## src/rtl/serial_adder_pkg.sv

```systemverilog
// Shared constants for the bit-serial adder: FSM state encodings and default width.
package serial_adder_pkg;

   localparam logic [1:0] ST_IDLE = 2'd0;
   localparam logic [1:0] ST_RUN  = 2'd1;
   localparam logic [1:0] ST_DONE = 2'd2;

   localparam int ALU_WIDTH = 8;

   // Two's-complement overflow from the carries into and out of the MSB.
   function automatic logic ovf_calc(input logic c_into_msb, input logic c_out_msb);
      return c_into_msb ^ c_out_msb;
   endfunction

endpackage

```

## src/rtl/serial_adder_full_adder.sv

```systemverilog
// Single-bit full adder built from two half adders and an OR; used as the
// per-bit cell of serial_adder.
module half_adder (
   input  logic a,
   input  logic b,
   output logic sum,
   output logic c_out
);
   assign sum   = a ^ b;
   assign c_out = a & b;
endmodule

module full_adder (
   input  logic a,
   input  logic b,
   input  logic c_in,
   output logic sum,
   output logic c_out
);
   logic w_s1;
   logic w_c1;
   logic w_c2;

   half_adder u_ha0 (.a(a),    .b(b),    .sum(w_s1), .c_out(w_c1));
   half_adder u_ha1 (.a(w_s1), .b(c_in), .sum(sum),  .c_out(w_c2));

   assign c_out = w_c1 | w_c2;
endmodule

```

## src/rtl/serial_adder.sv

```systemverilog
// Bit-serial WIDTH-bit adder, one bit per clock LSB first, start/done handshake.
// Define SERIAL_ADDER_SUB_EN to add the `sub` port (A - B via ~B + 1).
module serial_adder
   import serial_adder_pkg::*;
#(
   parameter int WIDTH = ALU_WIDTH
) (
   input  logic             clk,
   input  logic             rst_n,
   input  logic             start,
   input  logic [WIDTH-1:0] a,
   input  logic [WIDTH-1:0] b,
   input  logic             c_in,
`ifdef SERIAL_ADDER_SUB_EN
   input  logic             sub,
`endif
   output logic [WIDTH-1:0] sum,
   output logic             c_out,
   output logic             ovf,
   output logic             busy,
   output logic             done
);

   localparam int CW = (WIDTH > 1) ? $clog2(WIDTH) : 1;
   localparam logic [CW-1:0] LAST_BIT = CW'(WIDTH - 1);

   logic [1:0]       r_state;
   logic [WIDTH-1:0] r_a;
   logic [WIDTH-1:0] r_b;
   logic             r_carry;
   logic [CW-1:0]    r_cnt;
   logic [WIDTH-1:0] r_sum;
   logic             r_c_out;
   logic             r_ovf;
   logic             r_busy;
   logic             r_done;

   logic [WIDTH-1:0] w_b_load;
   logic             w_c_load;
   logic             w_fa_sum;
   logic             w_fa_cout;

   full_adder u_fa (
      .a    (r_a[0]),
      .b    (r_b[0]),
      .c_in (r_carry),
      .sum  (w_fa_sum),
      .c_out(w_fa_cout)
   );

   // Operand B and carry values loaded on accept (inverted B and carry 1 when subtracting).
   always_comb begin
      w_b_load = b;
      w_c_load = c_in;
`ifdef SERIAL_ADDER_SUB_EN
      if (sub) begin
         w_b_load = ~b;
         w_c_load = 1'b1;
      end else begin
         w_b_load = b;
         w_c_load = c_in;
      end
`endif
   end

   // FSM, shift registers, carry register, counter and registered outputs.
   always_ff @(posedge clk or negedge rst_n) begin
      if (!rst_n) begin
         r_state <= ST_IDLE;
         r_a     <= '0;
         r_b     <= '0;
         r_carry <= 1'b0;
         r_cnt   <= '0;
         r_sum   <= '0;
         r_c_out <= 1'b0;
         r_ovf   <= 1'b0;
         r_busy  <= 1'b0;
         r_done  <= 1'b0;
      end else begin
         case (r_state)
            ST_IDLE, ST_DONE: begin
               if (start) begin
                  r_state <= ST_RUN;
                  r_a     <= a;
                  r_b     <= w_b_load;
                  r_carry <= w_c_load;
                  r_cnt   <= '0;
                  r_sum   <= '0;
                  r_c_out <= 1'b0;
                  r_ovf   <= 1'b0;
                  r_busy  <= 1'b1;
                  r_done  <= 1'b0;
               end else begin
                  r_state <= ST_IDLE;
                  r_busy  <= 1'b0;
                  r_done  <= 1'b0;
               end
            end
            ST_RUN: begin
               r_sum   <= {w_fa_sum, r_sum[WIDTH-1:1]};
               r_a     <= {1'b0, r_a[WIDTH-1:1]};
               r_b     <= {1'b0, r_b[WIDTH-1:1]};
               r_carry <= w_fa_cout;
               if (r_cnt == LAST_BIT) begin
                  r_state <= ST_DONE;
                  r_c_out <= w_fa_cout;
                  r_ovf   <= ovf_calc(r_carry, w_fa_cout);
                  r_busy  <= 1'b0;
                  r_done  <= 1'b1;
                  r_cnt   <= '0;
               end else begin
                  r_cnt   <= r_cnt + CW'(1);
               end
            end
            default: begin
               r_state <= ST_IDLE;
               r_busy  <= 1'b0;
               r_done  <= 1'b0;
            end
         endcase
      end
   end

   assign sum   = r_sum;
   assign c_out = r_c_out;
   assign ovf   = r_ovf;
   assign busy  = r_busy;
   assign done  = r_done;

endmodule
```

## config.mk

```make
export PLATFORM = sky130hd
export DESIGN_NAME = serial_adder
export DESIGN_NICKNAME = d
export VERILOG_FILES = /design/src/rtl/serial_adder_pkg.sv /design/src/rtl/serial_adder_full_adder.sv /design/src/rtl/serial_adder.sv
export SDC_FILE = /design/constraint.sdc
export NUM_CORES = 1
export LEC_CHECK = 0
export ABC_CLOCK_PERIOD_IN_PS = 2800
export BUFFER_PORTS_ARGS = -buffer_cell sky130_fd_sc_hd__buf_2
export CAP_MARGIN = 0
export CORE_ASPECT_RATIO = 1.4
export CORE_UTILIZATION = 55
export CTS_BUF_LIST = sky130_fd_sc_hd__clkbuf_8
export DETAILED_ROUTE_END_ITERATION = 16
export PLACE_DENSITY = 0.81
export SLEW_MARGIN = 10
export SYNTH_ARGS = -nofsm -noshare
export SYNTH_HDL_FRONTEND = slang
export SYNTH_HIERARCHICAL = 1
export SYNTH_SLANG_ARGS = --single-unit
```

## constraint.sdc

```tcl
create_clock -name clk -period 2.8 [get_ports clk]
set_input_delay 0.42 -clock clk [delete_from_list [all_inputs] [get_ports clk]]
set_output_delay 0.42 -clock clk [all_outputs]
set_load 0.02 [all_outputs]
```

# After elaboration in Yosys (flattened, before gate mapping)
# Cells that the tools add are included.
# word_totals
output_inout_bits	12
mem_bits_rw	0
rom_bits	0
ff_bits	34
latch_bits	0
n_memories	0
# classes
mul	0
order_cmp	0
n_reduce_logical	5
shift	0
bitwise_logic	6
eq_ne	5
n_div	0
add_sub_neg	1
mux	24
# ops
operator	count
one-hot mux 8 bit (2 select lines)	3
2-to-1 mux 8 bit	3
2-to-1 mux 1 bit	9
one-hot mux 1 bit (2 select lines)	4
2-to-1 mux 3 bit	2
one-hot mux 3 bit (2 select lines)	1
!= test 2 bit, second input constant	2
one-hot mux 2 bit (2 select lines)	1
adder 3 x 1 -> 3 bit, second input constant	1
equality test 3 bit, second input constant	1
AND reduction 3 bit	1
XOR 1 bit	3
AND 1 bit	2
equality test 2 x 1 -> 1 bit, second input constant	1
equality test 2 bit, second input constant	1
zero test 2 bit	1
2-to-1 mux 2 bit	1
AND reduction 2 bit	1
nonzero test 2 bit	1
OR reduction 2 bit	1
bitwise OR 1 bit	1

# Logic depth before layout (Yosys ltp)
# Gate-level depths: netlist (run 1).
# depth
word_depth	6
ltp_mapped	5
ltp_nobuf	5

# By module
# The synthesis (run 1) kept the hierarchy.
# by_module_without_submodules
module	n_inst	area_each_um2	cells_per_inst
serial_adder	1	1395.1	120
half_adder	2	12.5	1
full_adder	1	6.3	1

# Worst setup path after synthesis (run 1)
# OpenSTA, ideal clock, no wires.
# synth_path
path_kind	flip-flop to flip-flop
from	register r_a[0]
to	register r_ovf, in the netlist ovf
path_stages_with_launch	6
required_ns	2.672
n_path_buf	0
path_slack_ns	1.384
t_arrival_ns	1.288
cell_sequence	dfrtp_1 > ha_1 > ha_1 > or2_1 > xnor2_1 > o21ai_0
# synth_via
elab_chain_len	6
word_cells_on_any_way	7
cone_classes	2 x mux; 5 x bitwise
# synth_lines
element	line_no	source
start, declared	serial_adder.sv:28	logic [WIDTH-1:0] r_a;
start signal, assigned	serial_adder.sv:101	r_a <= {1'b0, r_a[WIDTH-1:1]};
XOR 1 bit	serial_adder_full_adder.sv:9	assign sum = a ^ b;
named net u_fa.w_s1	serial_adder_full_adder.sv:20	logic w_s1;
AND 1 bit	serial_adder_full_adder.sv:10	assign c_out = a & b;
named net u_fa.w_c2	serial_adder_full_adder.sv:22	logic w_c2;
bitwise OR 1 bit	serial_adder_full_adder.sv:27	assign c_out = w_c1 | w_c2;
named net w_fa_cout	serial_adder.sv:41	logic w_fa_cout;
XOR 1 bit	serial_adder_pkg.sv:12	return c_into_msb ^ c_out_msb;
2-to-1 mux 1 bit	serial_adder.sv:104	if (r_cnt == LAST_BIT) begin
one-hot mux 1 bit (2 select lines)	serial_adder.sv:80	case (r_state)
end signal, assigned	serial_adder.sv:107	r_ovf <= ovf_calc(r_carry, w_fa_cout);
end, declared	serial_adder.sv:34	logic r_ovf;
# The timed path passes the listed nets, and every way through them passes these cells. The select of a mux whose other input is x is not followed.
# A chain may end at the register's enable or synchronous reset.

# Worst setup path after layout (run 1)
# layout_path
from	register r_state[1]
to	register r_sum[6], in the netlist sum[6]
# layout_via
elab_chain_len	4
word_cells_on_any_way	8
cone_classes	3 x eq/ne; 1 x mux; 4 x reduce/logical
# layout_lines
element	line_no	source
start, declared	serial_adder.sv:27	logic [1:0] r_state;
start signal, assigned	serial_adder.sv:69	r_state <= ST_IDLE;
start signal, assigned	serial_adder.sv:83	r_state <= ST_RUN;
start signal, assigned	serial_adder.sv:94	r_state <= ST_IDLE;
equality test 2 bit or zero test 2 bit (tied branches)	serial_adder.sv:80	
OR reduction 2 bit	serial_adder.sv:80	
!= test 2 bit (no line) or nonzero test 2 bit (tied branches)	--	
AND reduction 2 bit (no line)	--	
end signal, assigned	serial_adder.sv:100	r_sum <= {w_fa_sum, r_sum[WIDTH-1:1]};
end, declared	serial_adder.sv:32	logic [WIDTH-1:0] r_sum;
# Parallel ways exist; a longest one is shown, timed or not.

==> out/results.md, run 1 <==
* area used by sequential logic in the layout: 826 µm²
* outcome: complete, no violations
* number of antenna violations at the first check in global routing: 0
* min Tclk post-route: 1610 ps
* effective utilization at floorplan: 0.590
* H-tree depth reported by CTS: 2
* count of clock tree sinks: 33
* synthesized flop and latch total: 33
* WP data required: 2970 ps
* max-slew violation count: 0
* most used standard cell by instance count after synthesis: dfrtp_1
* Static Leakage: 0.000809 µW
* number of buffers inserted for hold repair after clock tree synthesis: 0
* Clock Skews: 3.89 ps
* leading cell types by total area after synthesis: dfrtp_1 58%, a22o_1 7.4%, o22ai_1 6.1%
* startpoint of the worst-slack reg-to-reg timing path: r_state[1]$_DFFE_PN0P_
* EDFF count, synth: 0
* Critical Path Slowest Stage Cell: and2b_1
* layout net count: 177
* Horiz. Die Dim: 45.0 µm
* clock latency of the later-clocked register in the worst-skew pair: 280 ps
* final design area excluding fillers: 1650 µm²
* maximum count of clock buffers along a single path: 2
* floorplan die area: 2800 µm²
* Crit Path Max Fanout: 15
* first-pass GRT wire length: 4.52 mm
* remaining antenna violation count after routing: 0
* I/O pin count: 32
* count of warnings emitted by yosys: 6
* worst reg2reg path depth: 4
* Netlist Area Pre-Place: 1430 µm²
* floorplan core area: 2420 µm²
* destination of the worst register-to-register timing path: sum[6]$_DFFE_PN0P_
* Final setup viols: 0
* fill cell count: 198
* DP Area: 1550 µm²
* MaxCap Viol Count: 0
* peak per-stage delay on the critical path: 500 ps
* DRC: 0
* sequential element share of the synthesized area: 0.579
* buffer and inverter count on the worst path: 1
* via/cell ratio: 5.74
* non-filler instance count after layout: 188
* area delta synth->final: 15.6%
* final wirelength: 2.72 mm
* kind of end point of the critical path: flip-flop
* cell at the root of the clock tree: clkbuf_8
* post-CTS repair timing setup buffer count: 0
* Placement Rows: 21
* data arrival time at the worst-slack endpoint: 1780 ps
* ratio of cells with drive above 1 in the final layout: 0.273
* ratio of total power to cell area: 1290 nW/µm²
* largest net degree at the start of global routing: 34
* Cell Count Post-Placement: 180
* gate count after technology mapping: 123
* gp weighted congestion: 0.775
* drt first-iter violations: 33
* count of vias placed by the detailed router: 1080
* WS Path Type: flip-flop to flip-flop
* maximum ir drop on the vdd rail: 770 µV
* class of the tightest hold or removal check: input pin to asynchronous set/reset pin
* multi-input combinational cell area: 502 µm²
* via count of the first global-routing pass: 1041
* async set-or-reset flop fraction in the synthesized netlist: 1.00
* clock tree from TritonCTS: built
* Inserted Clock Buffers: 5
* average footprint of a synthesized cell: 11.6 µm²
* library cell occupying the most area in the post-synthesis netlist: dfrtp_1
* number of gates given a new drive strength after cts: 0
* Peak Freq: 621 MHz
* grt ovf: 0
* number of diodes: 0
* Routed wire per std cell: 14.5 µm
* max_slew headroom: 0.531
* period utilisation layout: 0.575
* Die Y: 62.3 µm
* global-route usage over all layers: 0.222
* Unique masters post-synth: 24
* syn_nets: 147
* start point of the critical path: r_state[1]$_DFFE_PN0P_
* final hold viol count: 0
* top cell type's share of synthesized area: 0.579
* setup repair after global routing missed its margin: no
* crit-path cells: and2b_1 -> buf_4 -> nor2_8 -> a22o_1
* leading cell types by count after synthesis: 33 x dfrtp_1, 15 x nor3_1, 14 x nor2_1, 14 x o22ai_1, 12 x a22o_1
* DP Wirelength: 1.89 mm
* clock transition at the register clock pins on the worst setup and hold paths after CTS: 60 ps
* setup slack of the worst register-to-register path: 1190 ps
* share of the core filled with cells in the final layout: 0.682
* PnR Total Power: 2120 µW
* startpoint type of the worst setup path: flip-flop
* Worst-Margin Slew: 704 ps
* top cell family by delay on the critical path: simple AND/OR/NAND/NOR gates
* DR pass1 iterations: 4
* setup total negative slack: 0 ps
* leading register cell type out of synthesis: dfrtp_1
* # port buffers: 31
-- metal layers --
layer	wire, µm	global-route usage	up-vias	part of all wire
met5	0	0	-	0
met4	29	0.102	0	0.011
met3	160	0.0669	3	0.059
met2	1340	0.326	40	0.49
met1	1190	0.296	531	0.44
li1	-	-	506	-
-- worst max path at each step --
| stage | endpoint | cells after the start |
|---|---|---|
| after floorplan | ovf$_DFFE_PN0P_ | 5 |
| after global routing | sum[6]$_DFFE_PN0P_ | 4 |
| after global placement | r_a[7]$_DFFE_PN0P_ | 4 |
| final | sum[6]$_DFFE_PN0P_ | 4 |
| after detailed placement | sum[6]$_DFFE_PN0P_ | 4 |
| after CTS | sum[6]$_DFFE_PN0P_ | 4 |
-- power by group --
part	switching, µW	internal, µW	total, µW
Combinational	514	375	889
Sequential	147	705	852
Clock	162	222	383
Total	822	1300	2120
-- area by class of cell --
type	count	area share
Inverter	2	0.00455
Sequential cell	33	0.501
Timing Repair Buffer	33	0.103
Tap cell	34	0.0258
Clock buffer	7	0.0584
Clock inverter	1	0.00303
Multi-Input combinational cell	78	0.304
-- state kept, by name, indices dropped and copies added, names as in the netlist --
name	count
busy	1
r_carry	1
c_out	1
r_b	8
ovf	1
sum	8
r_a	8
r_cnt	3
r_state	2
-- layout by cell type (no fill, tap or decap), drive strengths merged, types with 3 or more instances in the layout --
master,n
a22o,12
nor3,15
nor2,15
buf,33
clkbuf,7
dfrtp,33
o22ai,14
nand3,3
ha,4
-- cells by family after synthesis --
group           synth area share
simple gates               0.147
flops                      0.579
compound gates             0.163
buf+inv                   0.0693
fa+ha+maj                 0.0351
xor+xnor                 0.00614
-- metrics by stage --
step | hold WS, ps | setup slack, ps
global route | 241 | 1090
floorplan | 124 | 1380
detailed placement | 477 | 1190
CTS | 209 | 1190
finish | 187 | 1190
global placement | 475 | 1190
No activity file was read; power rests on OpenSTA's default activity.
==> run 2, diff against run 1 <==
--- a/config.mk
+++ b/config.mk
@@ -5,14 +5,15 @@
 export SDC_FILE = /design/constraint.sdc
 export NUM_CORES = 1
 export LEC_CHECK = 0
-export ABC_CLOCK_PERIOD_IN_PS = 2800
+export ABC_AREA = 1
+export ABC_CLOCK_PERIOD_IN_PS = 1650
 export BUFFER_PORTS_ARGS = -buffer_cell sky130_fd_sc_hd__buf_2
 export CAP_MARGIN = 0
 export CORE_ASPECT_RATIO = 1.4
 export CORE_UTILIZATION = 55
 export CTS_BUF_LIST = sky130_fd_sc_hd__clkbuf_8
 export DETAILED_ROUTE_END_ITERATION = 16
-export PLACE_DENSITY = 0.81
+export PLACE_DENSITY = 0.79
 export SLEW_MARGIN = 10
 export SYNTH_ARGS = -nofsm -noshare
 export SYNTH_HDL_FRONTEND = slang
==> constraint.sdc (replaced) <==
create_clock -name clk -period 1.65 [get_ports clk]
set_input_delay 0.2475 -clock clk [delete_from_list [all_inputs] [get_ports clk]]
set_output_delay 0.2475 -clock clk [all_outputs]
set_load 0.02 [all_outputs]
==> run 2 against run 1 <==
Clock-buffer cell count is 1 lower. Maximum frequency is 14% higher. Non-clock buffer count grew 1. Wire length is 16% higher. Core utilization is 1.6 points lower. Hold slack worse by 160 ps. Cell area rose by 16%. Cell count up 51%. Setup slack got worse by 950 ps. Register-to-register slack worse by 950 ps. Die area up 16%. Critical endpoint is now ovf$_DFFE_PN0P_. Largest cell class unchanged. Largest power group unchanged.
==> out/results.md, run 2 <==
* outcome: complete, no violations, unchanged
* post-CTS repair timing setup buffer count: 0, unchanged
* final wirelength: 3.16 mm, was 2.72 mm
* Inserted Clock Buffers: 5, unchanged
* ratio of total power to cell area: 2030 nW/µm², was 1290 nW/µm²
* DR pass1 iterations: 4, unchanged
* remaining antenna violation count after routing: 0, unchanged
* commonest non-fill, non-tap cell in the layout: nand2_1, was dfrtp_1
* gate count after technology mapping: 213, was 123
* met2 wire length: 1.56 mm, was 1.34 mm
* peak per-stage delay on the critical path: 390 ps, was 500 ps
* EDFF count, synth: 0, unchanged
* average footprint of a synthesized cell: 7.81 µm², was 11.6 µm²
* crit-path cells: ha_1 -> ha_1 -> inv_1 -> nand2_1 -> xor2_1 -> nand2_1 -> nand2_1, was and2b_1 -> buf_4 -> nor2_8 -> a22o_1
* synthesized flop and latch total: 33, unchanged
* count of clock tree sinks: 33, unchanged
* Die Y: 67.1 µm, was 62.3 µm
* clock tree from TritonCTS: built, unchanged
* sum of met3 wire segment lengths after detailed routing: 125 µm, was 160 µm
* start point of the critical path: r_a[0]$_DFFE_PN0P_, was r_state[1]$_DFFE_PN0P_
* count of vias placed by the detailed router: 1362, was 1080
* Worst-Margin Slew: 731 ps, was 704 ps
* via count of the first global-routing pass: 1281, was 1041
* top sig layer: met4, unchanged
* class of the tightest hold or removal check: input pin to asynchronous set/reset pin, unchanged
* Placement Rows: 23, was 21
* H-tree depth reported by CTS: 2, unchanged
* drt first-iter violations: 34, was 33
* setup repair after global routing missed its margin: no, unchanged
* Crit Path Max Fanout: 3, was 15
* effective utilization at floorplan: 0.578, was 0.590
* final hold viol count: 0, unchanged
* Met1 Wirelength: 1.43 mm, was 1.19 mm
* floorplan core area: 2880 µm², was 2420 µm²
* max-slew violation count: 0, unchanged
* Routed wire per std cell: 11.2 µm, was 14.5 µm
* WS Path Type: flip-flop to flip-flop, unchanged
* DP Wirelength: 2.12 mm, was 1.89 mm
* # port buffers: 31, unchanged
* data arrival time at the worst-slack endpoint: 1580 ps, was 1780 ps
* async set-or-reset flop fraction in the synthesized netlist: 1.00, unchanged
* DRC: 0, unchanged
* I/O pin count: 32, unchanged
* maximum ir drop on the vdd rail: 1360 µV, was 770 µV
* fill cell count: 270, was 198
* number of diodes: 0, unchanged
* Horiz. Die Dim: 48.5 µm, was 45.0 µm
* leading cell types in the layout, fill and taps excluded: 85 x nand2_1, 37 x inv_1, 34 x nand3_1, was 33 x dfrtp_1, 31 x buf_2, 15 x nor3_1
* min Tclk post-route: 1410 ps, was 1610 ps
* Peak Freq: 708 MHz, was 621 MHz
* maximum count of clock buffers along a single path: 2, unchanged
* Unique masters post-synth: 16, was 24
* clock latency of the later-clocked register in the worst-skew pair: 280 ps, about the same
* setup total negative slack: 0 ps, unchanged
* leading cell types by total area after synthesis: dfrtp_1 50%, nand2_1 19%, nand3_1 10%, was dfrtp_1 58%, a22o_1 7.4%, o22ai_1 6.1%
* sequential element share of the synthesized area: 0.496, was 0.579
* number of antenna violations at the first check in global routing: 0, unchanged
* global-route usage over all layers: 0.226, was 0.222
* count of warnings emitted by yosys: 6, unchanged
* first-pass GRT wire length: 5.55 mm, was 4.52 mm
* Clock Skews: 6.44 ps, was 3.89 ps
* grt ovf: 0, unchanged
* MaxCap Viol Count: 0, unchanged
* leading cell types by count after synthesis: 85 x nand2_1, 36 x inv_1, 34 x nand3_1, 33 x dfrtp_1, was 33 x dfrtp_1, 15 x nor3_1, 14 x nor2_1, 14 x o22ai_1, 12 x a22o_1
* Netlist Area Pre-Place: 1660 µm², was 1430 µm²
* library cell occupying the most area in the post-synthesis netlist: dfrtp_1, unchanged
* number of buffers inserted for hold repair after clock tree synthesis: 0, unchanged
* number of gates given a new drive strength after cts: 0, unchanged
* via/cell ratio: 4.81, was 5.74
* cell at the root of the clock tree: clkbuf_8, unchanged
* ratio of cells with drive above 1 in the final layout: 0.191, was 0.273
* most used standard cell by instance count after synthesis: nand2_1, was dfrtp_1
* floorplan die area: 3250 µm², was 2800 µm²
* clock transition at the register clock pins on the worst setup and hold paths after CTS: 60 ps, about the same
* share of the core filled with cells in the final layout: 0.666, was 0.682
* largest net degree at the start of global routing: 34, unchanged
* Final setup viols: 0, unchanged
* layout net count: 270, was 177
* period utilisation layout: 0.857, was 0.575
* startpoint type of the worst setup path: flip-flop, unchanged
* gp weighted congestion: 0.770, was 0.775
* kind of end point of the critical path: flip-flop, unchanged
* WP data required: 1820 ps, was 2970 ps
* top cell type's share of synthesized area: 0.496, was 0.579
* syn_nets: 237, was 147
* Critical Path Slowest Stage Cell: dfrtp_1, was and2b_1
* Static Leakage: 0.00117 µW, was 0.000809 µW
* max_slew headroom: 0.513, was 0.531
* leading register cell type out of synthesis: dfrtp_1, unchanged
* Most common cell on crit path: nand2_1
* startpoint of the worst-slack reg-to-reg timing path: r_a[0]$_DFFE_PN0P_, was r_state[1]$_DFFE_PN0P_
* area delta synth->final: 15.2%, was 15.6%
==> run 2: cells by family (layout without fill, tap and decap cells) <==
| group | Yosys count | in the layout | synth area share |
|---|---|---|---|
| adders and majority gates | 4 | 4 | 0.0301 |
| xor gates and xnor gates | 1 | 1 | 0.00526 |
| and+or+nand+nor | 124 | 124 | 0.331 |
| buffers and inverters | 47 | 80 | 0.126 |
| DFF | 33 | 33 | 0.496 |
| AOI/OAI and AO/OA | 4 | 4 | 0.0120 |
==> run 2: final cells by class <==
cell class | count | area (µm²) | area share
flip-flops and latches | 33 | 826 | 0.431
clock buffers | 6 | 82.6 | 0.0431
well taps | 37 | 46.3 | 0.0242
inverters | 39 | 151 | 0.0790
clock inverters | 1 | 3.75 | 0.00196
multi-input cells | 133 | 629 | 0.328
repair buffers | 34 | 178 | 0.0927
==> run 2: worst max-delay path, delay by kind of cell, from the launching register on <==
family        cells  cell delay (ps)
flops             1              390
buf+inv           1               50
fa+ha+maj         2              510
xor+xnor          1              170
simple gates      3              180
==> run 2: report_power, final <==
group | internal [µW] | switching [µW]
Sequential | 1200 | 229
Combinational | 668 | 1190
Clock | 324 | 272
==> run 2: metal layers <==
| metal | vias to the layer above | track usage |
|---|---|---|
| met5 | - | 0 |
| met4 | 0 | 0.110 |
| met3 | 5 | 0.0342 |
| met2 | 31 | 0.391 |
| met1 | 625 | 0.276 |
| li1 | 701 | - |
==> run 2: final timing paths <==
kind	endpoint	slack [ps]	depth (start not counted)
max	ovf$_DFFE_PN0P_	240	7
min	r_b[2]$_DFFE_PN0P_	30	1
max reg2reg	ovf$_DFFE_PN0P_	240	7
min reg2reg	sum[0]$_DFFE_PN0P_	480	2
max in group asynchronous	r_a[0]$_DFFE_PN0P_	1160	1
min in group clk	r_a[7]$_DFFE_PN0P_	190	3
==> run 2: through the flow <==
stage | hold WS (ps) | cells | instance area [µm²] | power [µW] | setup WS (ps)
after CTS | 39.5 | 283 | 1920 | 3930 | 234
after floorplan | -48.1 | 213 | 1660 | 2890 | 345
after detailed placement | 344 | 276 | 1830 | 3300 | 274
after global placement | 345 | 276 | 1830 | 3240 | 314
after global routing | 85.0 | 283 | 1920 | 4290 | 139
final | 26.0 | 283 | 1920 | 3880 | 237
